$ cat src/rtl/memoria_32.sv
// Byte-organised RAM with separate read/write word ports, little-endian 32-bit
// words, synchronous write, registered read, asynchronous active-high clear.
module memoria_32 #(
  parameter int DEPTH_BYTES = 256
) (
  input  logic        clk,
  input  logic        nrst,
  input  logic [31:0] raddress,
  input  logic [31:0] waddress,
  input  logic [31:0] Datain,
  input  logic        Wr,
  output logic [31:0] Dataout
);

  localparam int AW = $clog2(DEPTH_BYTES);

  logic [7:0]    mem_reg [DEPTH_BYTES];
  logic [31:0]   rdata_reg;
  logic [31:0]   rword;
  logic [AW-3:0] rword_idx;
  logic [AW-3:0] wword_idx;

  // Low two bits dropped for alignment, high bits dropped for wrap-around.
  assign rword_idx = raddress[AW-1:2];
  assign wword_idx = waddress[AW-1:2];

  // Gather the four little-endian bytes of the addressed read word.
  for (genvar gi = 0; gi < 4; gi++) begin : g_rlane
    assign rword[8*gi +: 8] = mem_reg[{rword_idx, 2'(gi)}];
  end

  // Clearing the whole array asynchronously rules out block RAM; storage is flops.
  always_ff @(posedge clk or posedge nrst) begin
    if (nrst) begin
      for (int i = 0; i < DEPTH_BYTES; i++) begin
        mem_reg[i] <= 8'h00;
      end
    end else if (Wr) begin
      for (int k = 0; k < 4; k++) begin
        mem_reg[{wword_idx, k[1:0]}] <= Datain[8*k +: 8];
      end
    end
  end

  // Read samples the pre-write contents, giving read-before-write on collisions.
  always_ff @(posedge clk or posedge nrst) begin
    if (nrst) begin
      rdata_reg <= 32'h0;
    end else begin
      rdata_reg <= rword;
    end
  end

  assign Dataout = rdata_reg;

endmodule

$ cat config.mk
export PLATFORM = sky130hd
export DESIGN_NAME = memoria_32
export DESIGN_NICKNAME = d
export VERILOG_FILES = /design/src/rtl/memoria_32.sv
export SDC_FILE = /design/constraint.sdc
export NUM_CORES = 2
export LEC_CHECK = 0
export CORE_ASPECT_RATIO = 0.75
export CORE_MARGIN = 4
export CORE_UTILIZATION = 60
export CTS_BUF_LIST = sky130_fd_sc_hd__clkbuf_8
export CTS_CLUSTER_DIAMETER = 100
export CTS_CLUSTER_SIZE = 20
export DETAILED_ROUTE_END_ITERATION = 8
export DONT_BUFFER_PORTS = 1
export GPL_TIMING_DRIVEN = 0
export PLACE_DENSITY = 0.76
export SLEW_MARGIN = 10
export SYNTH_ARGS = -nofsm -noshare
export SYNTH_HDL_FRONTEND = slang
export SYNTH_SLANG_ARGS = --single-unit
$ cat constraint.sdc
create_clock -name clk -period 84.6 [get_ports clk]
set_clock_uncertainty 0.15 [all_clocks]
set_input_delay 12.69 -clock clk [delete_from_list [all_inputs] [get_ports clk]]
set_output_delay 12.69 -clock clk [all_outputs]
set_load 0.05 [all_outputs]
==> flow_summary.json <==
{
  "status": "complete, but fails checks",
  "violations": "max-capacitance violations, max-slew violations",
  "async_flop_share_pct": 100,
  "synthesis.nets": 6191,
  "grtUsageMet2_pct": 56.8,
  "rsz0062_at_grt": "no",
  "grt_pass1_vias": 59700,
  "path_clk_slew_ps": 120,
  "synth_area_leaders": "dfrtp_1 (55%), mux2_2 (27%), mux4_2 (9.8%)",
  "wl_um": 345000,
  "grt_max_degree": 126,
  "drc_errors": 0,
  "drive_above_1_share_pct": 48.9,
  "yosysUniqueCellTypes": 61,
  "ir_worst_vdd_mv": 0.0169,
  "grt_use_met3_pct": 18.6,
  "vias": 60700,
  "grt_util_met1_pct": 57.6,
  "min_period_ps": 16600,
  "rows": 125,
  "worst_pin_slew_ps": 1510,
  "netlist_area_um2": 94300,
  "dieHeight_um": 351,
  "p_per_area_nw_per_um2": 20.1,
  "antenna_found_initial": 17,
  "critPathMaxFanout": 10,
  "clkLatencyLatePin_ps": 1000,
  "synthToLayoutAreaGrowth_pct": 5.22,
  "vias_per_cell": 7.28,
  "p_leak_nw": 46.4,
  "die-area_um2": 164000,
  "io_pins": 131,
  "place_congestion": 1.11,
  "setup_slack_ps": 68000,
  "fin_nets": 6329,
  "grtUsageTotal_pct": 42.2,
  "tns_ps": 0,
  "yosysTopAreaCellShare_pct": 55.2,
  "io_buffer_count": 0,
  "synth_cells": 6092,
  "slew_viol_final": 10,
  "crit_path_start_kind": "input pin",
  "first_pass_iters": 6,
  "grt-busiest-layer": "met1",
  "synth_commonest_cells": "mux2_2 (2,232), dfrtp_1 (2,080), mux4_2 (410)",
  "hold_viol": 0,
  "min_path_cells": 1,
  "setup_viol": 0,
  "synth_edf_count": 0,
  "clock_sinks": 2080,
  "largest_reg_flops": 2048,
  "hold_path.class": "reg -> reg",
  "ant_nets": 0,
  "cts_max_level": 3,
  "period_share_pct": 19.6,
  "max_cap_viol_count": 2,
  "start_util_pct": 60.6,
  "relSlewSlack_pct": -0.384,
  "cts_buffers": 113,
  "synth_warnings": 0,
  "clock-root-buffer": "clkbuf_8",
  "postCtsSetupRepairBufs": 0,
  "hold-worst-slack_ps": 363,
  "cts_tree": "yes",
  "yosysSeqAreaShare_pct": 55.2,
  "yosys.area.top_type": "dfrtp_1",
  "worstPathRequired_ps": 85240,
  "ys_ff_latch": 2080,
  "place_ws_ps": 67350,
  "drt_iter0_markers": 9456,
  "reg2reg_depth": 5,
  "worstSetupEndpointType": "register",
  "cts_buffer_depth": 3,
  "worstSetupPathType": "in -> reg",
  "ctsHoldBuffers": 0,
  "design_power_total_mw": 1.99,
  "avgSynthCellArea_um2": 15.5,
  "post_cts_resized": 0,
  "arrival_ps": 17250,
  "core_um2": 155000,
  "dp_hpwl_um": 245000,
  "dominantRegCellSynth": "dfrtp_1",
  "grt_pass1_wl_um": 473000,
  "wl_per_cell_um": 41.3,
  "fmax_mhz": 60.2,
  "grt_overflow": 0,
  "die_width_um": 466,
  "yosysMostFrequentCell": "mux2_2"
}
[worst max-delay path, stage by stage]
cell,delay [ps]
buf_4,180
buf_2,320
buf_4,480
buf_2,590
buf_2,690
nand3b_1,660
o221ai_1,550
a31oi_1,190
a31oi_1,630
nor2_1,200
[routing by layer]
metal / routed length, um / up-vias
li1: - / 22700
met1: 132000 / 32800
met2: 139000 / 4297
met3: 50200 / 941
met4: 23600 / 12
met5: 243 / -
[path summary, 6_finish.rpt]
| path | from | to | slack (ps) |
|---|---|---|---|
| worst max-delay path | raddress[3] | Dataout[8] | 68000 |
| worst min register to register | mem_reg[1445] | mem_reg[1445] | 360 |
| worst max register to register | mem_reg[333] | Dataout[21] | 81760 |
| min in group asynchronous | nrst | mem_reg[201] | 11470 |
| worst min-delay path | mem_reg[1445] | mem_reg[1445] | 360 |
| max in group asynchronous | nrst | mem_reg[1585] | 70300 |
[metrics by stage]
stage / instance area [um^2] / utilization (%) / instances
finish: 99200 / 63.8 / 8344
global route: 99200 / 63.8 / 8332
CTS: 99100 / 63.8 / 8328
detailed placement: 97500 / 62.7 / 8209
global placement: 96900 / 62.3 / 8187
floorplan: 94300 / - / 6092
[cell families (layout without fill, tap and decap cells)]
| logic type | Yosys count | in the layout | synth area share, % |
|---|---|---|---|
| compound gates | 310 | 310 | 2.30 |
| mux | 2758 | 2758 | 37.7 |
| simple gates | 327 | 327 | 1.72 |
| other cells | 0 | 15 | 0 |
| buf+inv | 617 | 759 | 3.07 |
| flops | 2080 | 2080 | 55.2 |
[report_power, final]
group	internal (mW)	leakage [nW]	switching, mW	total (mW)
Combinational	0.178	18.0	0.175	0.354
Sequential	1.12	27.6	0.0740	1.20
Clock	0.124	0.842	0.314	0.438
Total	1.43	46.4	0.563	1.99
[layout by cell type, fill, tap and decap left out, types with 12 or more instances in the layout]
cell type  netlist  final
mux2_2        2232   2232
o22ai_1        109    109
nor4_1          26     25
nand2_1        113    113
a21oi_1         22     22
buf_6           19     21
o221ai_1        17     17
buf_4           52     53
o22a_1          17     17
buf_16           0     19
nand3_1         20     20
o21ai_0         28     28
mux4_2         410    410
mux2i_1        114    114
a211oi_1        24     24
nor2_1          55     53
buf_2          126    144
nor2b_1         24     24
a31oi_1         12     12
clkbuf_1       240    232
diode_2          0     15
clkbuf_8         0    117
o211ai_1        15     15
buf_1          170    149
nand2b_1        22     22
dfrtp_1       2080   2080
nor3_1          29     26
a221oi_1        27     27
[final cells by class]
cell class	count	area, um^2
Fill cell	11600	56300
Sequential cell	2080	52000
Multi-Input combinational cell	3395	39400
Buffer	613	2920
Tap cell	2095	2620
Clock buffer	117	1610
Timing Repair Buffer	23	568
Antenna cell	15	37.5
Inverter	4	22.5
Clock inverter	2	15.0
Note: power is estimated with default switching activity, not from simulation.
